**src/rtl/screen_sequencer.sv**
```systemverilog
// rtl/screen_sequencer.sv - screen phase controller for the full-screen drawer
// Runs clear/title/flash/play/game-over phases, one registered 160x120 sweep per drawn phase.
module screen_sequencer #(
  parameter int PIXELS       = 19200,
  parameter int FLASH_FRAMES = 30
) (
  input  logic clk,
  input  logic rst,
  input  logic start_key,
  input  logic game_over,
  input  logic frame_tick,
  output logic draw_rst_n,
  output logic show_black,
  output logic show_title,
  output logic flash,
  output logic show_game_over,
  output logic plot,
  output logic game_en,
  output logic busy
);

  localparam int FW = $clog2(FLASH_FRAMES + 1);
  localparam logic [14:0]   LAST_PIX   = 15'(PIXELS - 1);
  localparam logic [FW-1:0] LAST_FRAME = FW'(FLASH_FRAMES - 1);

  localparam logic [2:0] P_CLR_T = 3'd0;
  localparam logic [2:0] P_TITLE = 3'd1;
  localparam logic [2:0] P_WAIT  = 3'd2;
  localparam logic [2:0] P_CLR_G = 3'd3;
  localparam logic [2:0] P_PLAY  = 3'd4;
  localparam logic [2:0] P_GO    = 3'd5;
  localparam logic [2:0] P_HOLD  = 3'd6;

  localparam logic [1:0] K_BLACK = 2'd0;
  localparam logic [1:0] K_TITLE = 2'd1;
  localparam logic [1:0] K_FLASH = 2'd2;
  localparam logic [1:0] K_GO    = 2'd3;

  logic [2:0]    phase, phase_n;
  logic          prep, prep_n;
  logic          sweeping, sweeping_n;
  logic [14:0]   count, count_n;
  logic [FW-1:0] frames, frames_n;
  logic          pending, pending_n;
  logic          flash_ph, flash_ph_n;
  logic [1:0]    kind, kind_n;
  logic          start_q;
  logic          start_edge;

  assign start_edge = start_key & ~start_q;
  assign plot       = busy;

  always_comb begin
    phase_n    = phase;
    prep_n     = prep;
    sweeping_n = sweeping;
    count_n    = count;
    frames_n   = frames;
    pending_n  = pending;
    flash_ph_n = flash_ph;
    kind_n     = kind;
    if (prep) begin
      prep_n     = 1'b0;
      sweeping_n = 1'b1;
      count_n    = '0;
      if (start_edge) pending_n = 1'b1;
    end else if (sweeping) begin
      if (start_edge) pending_n = 1'b1;
      if (count == LAST_PIX) begin
        sweeping_n = 1'b0;
        case (phase)
          P_CLR_T: begin
            phase_n = P_TITLE;
            prep_n  = 1'b1;
            kind_n  = K_TITLE;
          end
          P_TITLE: begin
            phase_n  = P_WAIT;
            frames_n = '0;
          end
          P_WAIT:  frames_n = '0;
          P_CLR_G: phase_n  = P_PLAY;
          P_GO:    phase_n  = P_HOLD;
          default: phase_n  = P_CLR_T;
        endcase
      end else begin
        count_n = count + 15'd1;
      end
    end else begin
      case (phase)
        P_WAIT: begin
          // a pending or fresh start wins over a simultaneous flash expiry
          if (pending || start_edge) begin
            phase_n   = P_CLR_G;
            prep_n    = 1'b1;
            kind_n    = K_BLACK;
            pending_n = 1'b0;
          end else if (frame_tick) begin
            if (frames == LAST_FRAME) begin
              frames_n   = '0;
              prep_n     = 1'b1;
              kind_n     = flash_ph ? K_TITLE : K_FLASH;
              flash_ph_n = ~flash_ph;
            end else begin
              frames_n = frames + 1'b1;
            end
          end
        end
        P_PLAY: begin
          pending_n = 1'b0;
          if (game_over) begin
            phase_n = P_GO;
            prep_n  = 1'b1;
            kind_n  = K_GO;
          end
        end
        P_HOLD: begin
          if (pending || start_edge) begin
            phase_n    = P_CLR_T;
            prep_n     = 1'b1;
            kind_n     = K_BLACK;
            pending_n  = 1'b0;
            flash_ph_n = 1'b0;
          end
        end
        default: prep_n = 1'b1;
      endcase
    end
  end

  always_ff @(posedge clk or posedge rst) begin
    if (rst) begin
      phase          <= P_CLR_T;
      prep           <= 1'b1;
      sweeping       <= 1'b0;
      count          <= '0;
      frames         <= '0;
      pending        <= 1'b0;
      flash_ph       <= 1'b0;
      kind           <= K_BLACK;
      start_q        <= 1'b0;
      draw_rst_n     <= 1'b0;
      show_black     <= 1'b0;
      show_title     <= 1'b0;
      flash          <= 1'b0;
      show_game_over <= 1'b0;
      busy           <= 1'b0;
      game_en        <= 1'b0;
    end else begin
      phase          <= phase_n;
      prep           <= prep_n;
      sweeping       <= sweeping_n;
      count          <= count_n;
      frames         <= frames_n;
      pending        <= pending_n;
      flash_ph       <= flash_ph_n;
      kind           <= kind_n;
      start_q        <= start_key;
      draw_rst_n     <= ~prep_n;
      show_black     <= sweeping_n && (kind_n == K_BLACK);
      show_title     <= sweeping_n && (kind_n == K_TITLE);
      flash          <= sweeping_n && (kind_n == K_FLASH);
      show_game_over <= sweeping_n && (kind_n == K_GO);
      busy           <= sweeping_n;
      game_en        <= (phase_n == P_PLAY) && !prep_n && !sweeping_n;
    end
  end

endmodule

```
**config.mk**
```make
export PLATFORM = sky130hd
export DESIGN_NAME = screen_sequencer
export DESIGN_NICKNAME = d
export VERILOG_FILES = /design/src/rtl/screen_sequencer.sv
export SDC_FILE = /design/constraint.sdc
export NUM_CORES = 1
export LEC_CHECK = 0
export BUFFER_PORTS_ARGS = -buffer_cell sky130_fd_sc_hd__clkbuf_2
export CAP_MARGIN = 20
export CORE_MARGIN = 4
export CORE_UTILIZATION = 55
export CTS_CLUSTER_DIAMETER = 80
export DETAILED_ROUTE_END_ITERATION = 7
export PLACE_DENSITY = 0.73
export SLEW_MARGIN = 5
export SYNTH_ARGS = -nofsm -noshare
export SYNTH_HDL_FRONTEND = slang
export SYNTH_SLANG_ARGS = --single-unit
```
**constraint.sdc**
```tcl
create_clock -name clk -period 3.1 [get_ports clk]
set_clock_uncertainty 0.2 [all_clocks]
set_input_delay 0 -clock clk [delete_from_list [all_inputs] [get_ports clk]]
set_output_delay 0 -clock clk [all_outputs]
set_load 0.02 [all_outputs]
```
Word level (Yosys, flattened, before mapping)
Index checks and enable logic that the tools add are counted.

$add $sub $neg: 2. Equality and inequality tests: 21. Muxes and demuxes: 51. Bitwise operators: 6. Reductions and logical operators: 22.

Operators by type and width (number): $mux W15 (3); $mux W5 (7); $mux W2 (10); $mux W1 (19); $mux W3 (6); $add A15 B1 Y15 const B (1); $eq A15 B15 Y1 const B (1); $pmux W3 S5 (1); $ne A2 B2 Y1 const B (7); $eq A3 B3 Y1 const B (4); $pmux W3 S3 (1); $reduce_bool A2 Y1 (4); $reduce_and A7 Y1 (1); $eq A3 B2 Y1 const B (2); $logic_and A1 B1 Y1 (6); $pmux W2 S3 (1); $reduce_and A6 Y1 (1); $add A5 B1 Y5 const B (1); $eq A5 B5 Y1 const B (1); $not A1 Y1 (5); $eq A2 B2 Y1 const B (2); $ne A4 B1 Y1 const B (1); $pmux W1 S2 (2); $reduce_and A2 Y1 (2); other kinds (11) (13).

Register bits after elaboration: 36. Bits of input ports: 5. Output and inout bits: 8. Logic and storage cells: 117.

Logic depth before layout (Yosys ltp)
Gate-level depths: netlist of the first run.

Depth in word-level cells: 10. Depth in mapped cells: 8. Mapped depth without buffers: 8.

Worst setup path after synthesis of the first run
Ideal clock, no wire load.

Path kind: reg2reg. Start: register count[0]. End: register count[11]. Library setup time: 0.132 ns. Data arrival time: 1.698 ns. Data required time: 2.768 ns. Slack: 1.070 ns. Cell stages (with the launch flop): 8. Path buffers: 1. Period minus slack after synthesis: 2.030 ns. Cell sequence: dfrtp_1 -> ha_1 -> and4_2 -> a41o_2 -> clkbuf_8 -> nor4b_2 -> xnor2_1 -> nor2_1.

Cells in the longest elaborated chain, start to end: 4. Elaborated cells on any way between the ends: 7. Classes of those cells: add/sub (1); eq/ne (2); mux (3); reduce/logical (1).

Ends and longest elaborated chain: from (decl) (line 42) `logic [14:0] count, count_n;`; from (signal assigned) (line 153) `count <= count_n;`; $add A15 B1 Y15 (line 87) `count_n = count + 15'd1;`; $mux W15 (line 69) `if (count == LAST_PIX) begin`; $mux W15 (line 67) `end else if (sweeping) begin`; $mux W15 (line 62) `if (prep) begin`.

Several ways; a longest one is shown, not always the timed one. The select of a mux whose other input is x is not followed. A chain may end at the register's enable or synchronous reset.

Worst setup path in the final report of the first run
Start: register count[0]. End: register frames[1].

Cells in the longest elaborated chain, start to end: 3.

Ends and longest elaborated chain: $eq A15 B15 Y1 (line 69); $ne A2 B1 Y1 (no line); $reduce_and A6 Y1 (no line); to (signal assigned) (line 154) `frames <= frames_n;`; to (decl) (line 43) `logic [FW-1:0] frames, frames_n;`.

Every way passes these cells.

==> results.cfg, run 1 <==
[logic_synthesis]
synthTopCellsByArea = dfrtp_1, xnor2_1, nor2_1
ys_async_sr_fraction_pct = 100
yosys_warnings = 0
ys_ff_latch = 36
synth_common_cells = dfrtp_1, nor2_1, nand2_1
avgSynthCellArea_um2 = 9.97
syn_area_mm2 = 0.00209
ys_seq_area_share_pct = 43.1
synth-edff-count = 0
synthDistinctLibCells = 55
synthCells = 210
synth.top_cell.area_share_pct = 41.8
ys.flop_type = dfrtp_1
yosysMostFrequentCell = dfrtp_1
synth_top_cell_by_area = dfrtp_1
syn-num-nets = 218

[job]
drv_cap = 0

[power_and_ir_drop]
power_density_mw_per_mm2 = 452
peakVddDrop_mv = 0.296
p_sw_share_pct = 16.8
p_leak_nw = 0.989
pwr-share-seq_pct = 44.6
power_frac_comb_pct = 1.5
internal_power_mw = 0.877
power.share.clock_pct = 53.9
p_sw_mw = 0.177

[detailed_routing]
detail-route-antenna-nets = 0
vias = 1639
viasPerCell = 6.00
wl_per_cell_um = 15.5
wl_mm = 4.24
drt_iter0_drc = 94
drc_errors = 0
drt-pass1-iter-count = 4

[die]
core_mm2 = 0.00366
die_w_um = 69.7
ios = 13
std_cell_rows = 22
die_area_mm2 = 0.00486
start_util_pct = 57.2
die_h_um = 69.7

[global_route]
grt_pass1_vias = 1715
grt_use_total_pct = 19.4
grt_max_degree = 37
grt_pass1_wl_mm = 7.58
grt_overflow = 0
antenna_found_initial = 0

[clocking]
h-tree-depth = 2
root_buffer = clkbuf_8
cts_tree = built
clk_path_buf_depth = 2
cts_setup_buffers = 0
numCtsBuffers = 5
postCtsResizedCells = 0
cts.sinks = 36
clock_latency_ns = 0.28
clkTransAtPathRegs_ns = 0.07

[sta]
period_share_pct = 76.4
hold_viol = 0
hold-worst-slack_ns = 0.0340
setup_tns_ns = 0
fmax_mhz = 422
max_slew.worst_pin.slew_ns = 0.549
period_minus_slack_ns = 2.37
setup_violations = 0
rsz0062_at_grt = false
drv_slew = 0
max_slew_margin_pct = 63.1

[setup_path]
path_delay_family = simple AND/OR/NAND/NOR gates
start_kind = register
crit_fanout = 12
timing.rr.start = count[0]
cp_slowest_stage_delay_ns = 0.39
timing.critical_path.buf_inv = 1
arrival_ns = 2.34
end_kind = register
path_class = reg2reg
cp_slowest_cell = dfrtp_1
crit_chain = ha_1 > and4_2 > a41o_2 > inv_1 > nor3_4 > mux2_2
setup.worst_path.start = count[0]
cp.required_ns = 3.07

[placed_design]
portBuffers = 12
hpwl_mm = 3.03
dpl.cell_count = 263
place_area_mm2 = 0.00215
gp_congestion = 0.890

[layout]
drive_above_1_share_pct = 18.7
area_growth_pct = 11.3
num-nets-final = 232
fin_cells = 273
final_util_pct = 63.7
diodes = 0
fin_area_mm2 = 0.00233

[worst_hold_path]
min_from = frame_tick
hold_class = in2reg

[status]
status = complete, no violations
-- sequential cells by signal, indices dropped and copies added (netlist names), 2 cells and up --
register,flops
frames,5
kind,2
phase,3
count,15
-- through the flow --
stage | setup WS, ns | total power [mW]
floorplan | 1.07 | 0.487
global placement | 0.797 | 0.494
detailed placement | 0.740 | 0.494
CTS | 0.718 | 1.06
global route | 0.542 | 1.09
finish | 0.733 | 1.05
-- tightest hold or removal path: cells and delay by family --
family | cells | cell delay (ns)
simple gates | 2 | 0.30
compound gates | 1 | 0.07
buf+inv | 1 | 0.10
-- path summary, 6_finish.rpt --
kind                       slack (ns)  cells after the start        end
max reg2reg                      0.73                      6  frames[1]
min in group asynchronous        0.15                      4   count[4]
max                              0.73                      6  frames[1]
min reg2reg                      0.32                      1  frames[4]
min                              0.03                      4  frames[0]
max in group asynchronous        2.21                      4       prep
-- final cells by class --
cell class	count	area, um^2
clock buffer	5	68.8
clock inverter	3	90.1
fill	290	1330
inverter	13	48.8
multi-input combinational	152	1070
sequential	36	902
tap	48	60.1
timing repair buffer	16	95.1
-- power groups by stage --
stage | Sequential [mW] | Clock [mW] | Combinational [mW]
finish | 0.470 | 0.568 | 0.0163
global route | 0.470 | 0.604 | 0.0198
CTS | 0.470 | 0.577 | 0.0172
detailed placement | 0.479 | 0 | 0.0152
global placement | 0.479 | 0 | 0.0145
floorplan | 0.479 | 0 | 0.00822
-- placed cells by master (no fill, tap or decap), types with 4 or more instances in the layout --
cell type | Yosys | layout
dfrtp_1 | 35 | 35
nor2_1 | 23 | 23
nand2_1 | 13 | 13
inv_1 | 12 | 12
clkbuf_2 | 0 | 12
xnor2_1 | 11 | 11
o21ai_0 | 10 | 10
a21oi_1 | 10 | 10
nor3_1 | 9 | 9
nand3_1 | 9 | 9
clkbuf_8 | 3 | 5
a41oi_1 | 4 | 4
a31oi_1 | 4 | 4
-- logic make-up (layout without fill, tap and decap cells) --
kind of cell,Yosys count,after routing,share of synthesized area [%]
compound gates,42,42,14.9
xor+xnor,14,14,5.85
fa+ha+maj,3,3,1.79
buf+inv,22,37,6.03
flops,36,36,43.1
mux,3,3,1.49
simple gates,90,90,26.8
-- what timing repair did --
action / in CTS / in global routing
endpoints found under the setup margin: 0 / 0
endpoints found under the hold margin: 37 / 0
hold buffers: 2 / 0
-- per-layer routing --
layer  global-route usage, %  vias to the layer above  share of wire, %
li1                        -                      787                 -
met3                    4.78                       11               3.4
met5                       0                        -                 0
met2                    32.1                       37                50
met1                    23.6                      804                44
met4                    9.15                        0               2.5
Note: power is estimated with default switching activity, not from simulation.
==> run 2, diff against run 1 <==
Settings changed: CORE_UTILIZATION 55 to 54, PLACE_DENSITY 0.73 to 0.75.
Clock period 3.1 ns to 2.1 ns, I/O delays scaled along.
==> run 2 against run 1 <==
Against the previous run:
- worst hold slack lost 0.0057 ns
- critical path depth shrank 1
- first-iteration DRC count grew 17%
- count of clock-buffer cells in the layout grew 1
- critical endpoint is now game_en
- final cell count grew 8.8%
- sequential share of layout area shrank 2.8 points
- largest cell class unchanged
- global-route usage grew 0.20 points
- sequential cell count is the same
==> results.cfg, run 2 (synthesis gave the netlist of run 1 again) <==
[global_route]
antenna_found_initial = 0
grt_max_degree = 37
grt_overflow = 0
grt_use_total_pct = 19.6
grt_pass1_wl_mm = 7.73
grt_pass1_vias = 1650

[clocking]
clock_latency_ns = 0.29
cts_tree = built
clk_path_buf_depth = 2
numCtsBuffers = 5
h-tree-depth = 2
clkTransAtPathRegs_ns = 0.07
root_buffer = clkbuf_8
cts.sinks = 36

[setup_path]
start_kind = register
cp_slowest_stage_delay_ns = 0.39
arrival_ns = 2.02
crit_fanout = 3
cp.depth = 5
path_class = reg2reg
end_kind = register
cp_slowest_cell = dfrtp_1
reg2reg_depth = 5
path_delay_family = simple AND/OR/NAND/NOR gates
timing.critical_path.buf_inv = 0
cp.required_ns = 2.10
crit_chain = or2_2 > nor4_4 > nand3_2 > o221a_4 > nor4_2

[power_and_ir_drop]
fin_total_pwr_mw = 1.32
internal_power_mw = 1.05
power.share.clock_pct = 45.5
pwr-share-seq_pct = 52.7
power_frac_comb_pct = 1.8
peakVddDrop_mv = 0.495
power_density_mw_per_mm2 = 523
p_sw_mw = 0.263
p_sw_share_pct = 20.0
p_leak_nw = 1.09

[detailed_routing]
detail-route-antenna-nets = 0
drt-pass1-iter-count = 4
wl_mm = 4.39
viasPerCell = 5.78
vias = 1716
wl_per_cell_um = 14.8
drt_iter0_drc = 110
drc_errors = 0

[sta]
setup_tns_ns = 0
rsz0062_at_grt = true
max_slew.worst_pin.slew_ns = 0.492
max_slew_margin_pct = 66.8
drv_slew = 0
hold-worst-slack_ns = 0.0283
period_minus_slack_ns = 2.02
hold_viol = 0
setup_violations = 0
fmax_mhz = 495
period_share_pct = 96.3

[worst_hold_path]
hold_class = in2reg
holdPathStages = 4

[layout]
top_register = count
diodes = 0
mostFrequentLayoutCell = dfrtp_1
area_growth_pct = 20.1
top_regs = count (15), frames (5), phase (3)
num-nets-final = 256
drive_above_1_share_pct = 27.7
largest_register_ffs = 15
final_cell_mix = dfrtp_1, buf_4, nor2_1, nand2_1, clkbuf_2

[die]
core_mm2 = 0.00372
ios = 13
die_area_mm2 = 0.00494
start_util_pct = 56.4
die_w_um = 70.3
die_h_um = 70.3
std_cell_rows = 22

[status]
status = complete, no violations

[job]
drv_cap = 0

[placed_design]
portBuffers = 12
hpwl_mm = 3.18
gp_congestion = 0.891
==> run 2: changes by cell type in the layout (fill, tap and decap cells not counted), sizes merged <==
cell / previous run / this run
buf: 2 / 26
bufinv: 3 / 1
clkbuf: 17 / 18
clkinv: 0 / 1
==> run 2: layout make-up <==
| type | count | area, um^2 |
|---|---|---|
| fill | 286 | 1200 |
| timing repair buffer | 40 | 288 |
| sequential | 36 | 902 |
| inverter | 13 | 48.8 |
| clock buffer | 6 | 72.6 |
| multi-input combinational | 152 | 1110 |
| tap | 48 | 60.1 |
| clock inverter | 2 | 35.0 |
==> run 2: worst reg2reg max path: stages, from the launching register on <==
cell	delay, ns
dfrtp_1	0.39
or2_2	0.35
nor4_4	0.34
nand3_2	0.16
o221a_4	0.25
nor4_2	0.24
==> run 2: power by group through the flow <==
stage	Combinational, mW	Clock, mW	Sequential, mW
after floorplan	0.0121	0	0.707
after global routing	0.0288	0.648	0.694
final	0.0240	0.599	0.694
after global placement	0.0222	0	0.707
after detailed placement	0.0225	0	0.707
after CTS	0.0253	0.605	0.694
==> run 2: what timing repair did <==
| action | CTS | global route |
|---|---|---|
| pin swaps | 0 | 6 |
| endpoints found under the hold margin | 37 | 0 |
| gates resized for setup | 2 | 5 |
| endpoints found under the setup margin | 2 | 11 |
| hold buffers | 2 | 0 |
| gates cloned | 0 | 0 |
| buffers inserted | 0 | 1 |
==> run 2: worst paths after layout <==
path | start | slack (ns) | endpoint
worst min-delay path | frame_tick | 0.03 | frames[0]
worst min register to register | pending | 0.32 | pending
max in group asynchronous | rst | 1.20 | prep
min in group asynchronous | rst | 0.16 | count[4]
worst max-delay path | count[13] | 0.08 | game_en
worst max register to register | count[13] | 0.08 | game_en
==> run 2: routing by layer <==
layer / vias to the layer above / share of wire, % / GRT usage, %
met3: 7 / 4.1 / 6.91
met1: 826 / 49 / 27.0
met4: 0 / 1.6 / 6.81
met2: 43 / 45 / 28.3
met5: - / 0 / 0
li1: 840 / - / -
==> run 2: through the flow <==
step,instances,setup WS (ns),area (um^2),util [%]
detailed placement,286,-0.00479,2340,62.9
finish,297,0.0785,2520,67.7
floorplan,210,0.0699,2090,-
CTS,296,0.0412,2470,66.4
global placement,286,0.0484,2340,62.9
global route,297,-0.00816,2520,67.7
==> run 3, diff against run 2 <==
Settings changed: CORE_UTILIZATION 54 to 55, PLACE_DENSITY 0.75 to 0.73.
Clock period 2.1 ns to 2 ns, I/O delays scaled along.
==> run 3 against run 2 <==
Against the previous run:
- the run now ends with negative setup slack left
- register-to-register slack got worse by 0.09 ns
- via count increased by 9.3%
- combinational power increased by 11%
- maximum frequency up 0.41%
- sequential power rose by 5.0%
- core utilization rose by 8.3 points
- count of clock-buffer cells in the layout shrank 1
- sequential cell count stayed put
- critical path type unchanged
- critical endpoint unchanged
- largest cell class unchanged
==> results.cfg, run 3 (synthesis gave the netlist of run 1 again) <==
[detailed_routing]
drt_iter0_drc = 117
detail-route-antenna-nets = 0
wl_per_cell_um = 16.8
drc_errors = 0
viasPerCell = 5.92
vias = 1876
drt-pass1-iter-count = 4
wl_mm = 5.31

[setup_path]
crit_chain = ha_2 > nand4_1 > o211ai_1 > a2111oi_1 > or2_2 > inv_1 > nor4_2
path_class = reg2reg
crit_fanout = 3
cp.required_ns = 1.99
start_kind = register
end_kind = register
cp_slowest_cell = dfrtp_1
cp_slowest_stage_delay_ns = 0.40
arrival_ns = 2.00

[layout]
diodes = 0
drive_above_1_share_pct = 39.4
area_growth_pct = 32.8
top_register = count
num-nets-final = 276
largest_register_ffs = 15
final_cell_mix = buf_4, dfrtp_1, nor2_1, nand2_1, clkbuf_2
fin_cells = 317
mostFrequentLayoutCell = buf_4
top_regs = count (15), frames (5), phase (3)

[power_and_ir_drop]
pwr-share-seq_pct = 52.1
p_sw_share_pct = 20.9
power_frac_comb_pct = 1.9
p_sw_mw = 0.292
peakVddDrop_mv = 0.493
power_density_mw_per_mm2 = 503
internal_power_mw = 1.11
p_leak_nw = 1.19
power.share.clock_pct = 46.0

[sta]
setup_tns_ns = -0.0195
drv_slew = 0
fmax_mhz = 497
hold_viol = 0
period_share_pct = 101
max_slew_margin_pct = 70.1
period_minus_slack_ns = 2.01
setup_ws_ns = -0.0133
max_slew.worst_pin.slew_ns = 0.448
setup_violations = 3
rsz0062_at_grt = true

[clocking]
cts_tree = built
clkTransAtPathRegs_ns = 0.08
root_buffer = clkbuf_8
numCtsBuffers = 5
cts.sinks = 36
h-tree-depth = 2
clk_path_buf_depth = 2
clock_latency_ns = 0.30

[global_route]
met1_usage_pct = 27.0
grt_use_total_pct = 23.2
antenna_found_initial = 0
grt_pass1_wl_mm = 9.09
gr-max-usage-layer = met2
grt_pass1_vias = 1982
grt_use_met3_pct = 5.51
grt_max_degree = 37
grt_overflow = 0
grtUsageMet2_pct = 40.0

[placed_design]
place_ws_ns = -0.178
portBuffers = 12
gp_congestion = 0.923
hpwl_mm = 3.60
dpl.cell_count = 295

[status]
violations = negative setup slack
status = finished with violations

[die]
std_cell_rows = 22
die_h_um = 69.7
die_area_mm2 = 0.00486
ios = 13
die_w_um = 69.7
start_util_pct = 57.2
core_mm2 = 0.00366

[job]
drv_cap = 0

[worst_hold_path]
hold_class = in2async
run 3: worst paths after layout:
| check | cells after the start | start | to | slack (ns) |
|---|---|---|---|---|
| setup / recovery | 7 | frames[0] | game_en | -0.01 |
| hold / removal | 4 | rst | count[0] | 0.12 |
| setup reg to reg | 7 | frames[0] | game_en | -0.01 |
| hold reg to reg | 2 | kind[0] | kind[0] | 0.32 |
| max in group asynchronous | 4 | rst | prep | 1.12 |
| min in group clk | 2 | start_key | start_q | 0.18 |
run 3: area by class of cell:
cell class	count	area (um^2)
timing repair buffer	60	444
fill	244	880
sequential	36	905
clock buffer	5	68.8
multi-input combinational	152	1210
clock inverter	3	42.5
tap	48	60.1
inverter	13	48.8
run 3: through the flow:
step | util, % | power [mW] | area [um^2] | hold slack [ns]
after floorplan | - | 0.756 | 2100 | -0.169
after global placement | 65.8 | 0.765 | 2410 | -0.101
after detailed placement | 65.8 | 0.766 | 2410 | -0.0895
after CTS | 72.1 | 1.41 | 2640 | 0.140
after global routing | 76.0 | 1.46 | 2780 | 0.189
final | 76.0 | 1.40 | 2780 | 0.123
run 3: what timing repair did:
item	in CTS	in global routing
gates resized for setup	9	22
hold buffers	3	0
buffers inserted	5	6
endpoints found under the hold margin	38	0
endpoints found under the setup margin	17	22
pin swaps	10	12
run 3: routing by layer:
metal	part of all wire, %	wire [um]
met1	40	2120
met5	0	0
met2	53	2830
met4	2.2	116
met3	4.7	247
run 3: critical path, delay by kind of cell, from the launching register on:
family                   cells  cell delay [ns]
AO/OA/AOI/OAI                2             0.49
adder cells (fa/ha/maj)      1             0.20
buffers and inverters        1             0.06
flip-flops                   1             0.40
AND/OR/NAND/NOR              3             0.56
run 3: power groups by stage:
stage | clock (mW) | combinational [mW] | sequential [mW]
floorplan | 0 | 0.0127 | 0.743
global placement | 0 | 0.0226 | 0.743
detailed placement | 0 | 0.0235 | 0.743
CTS | 0.649 | 0.0279 | 0.729
global route | 0.698 | 0.0318 | 0.729
finish | 0.642 | 0.0267 | 0.729
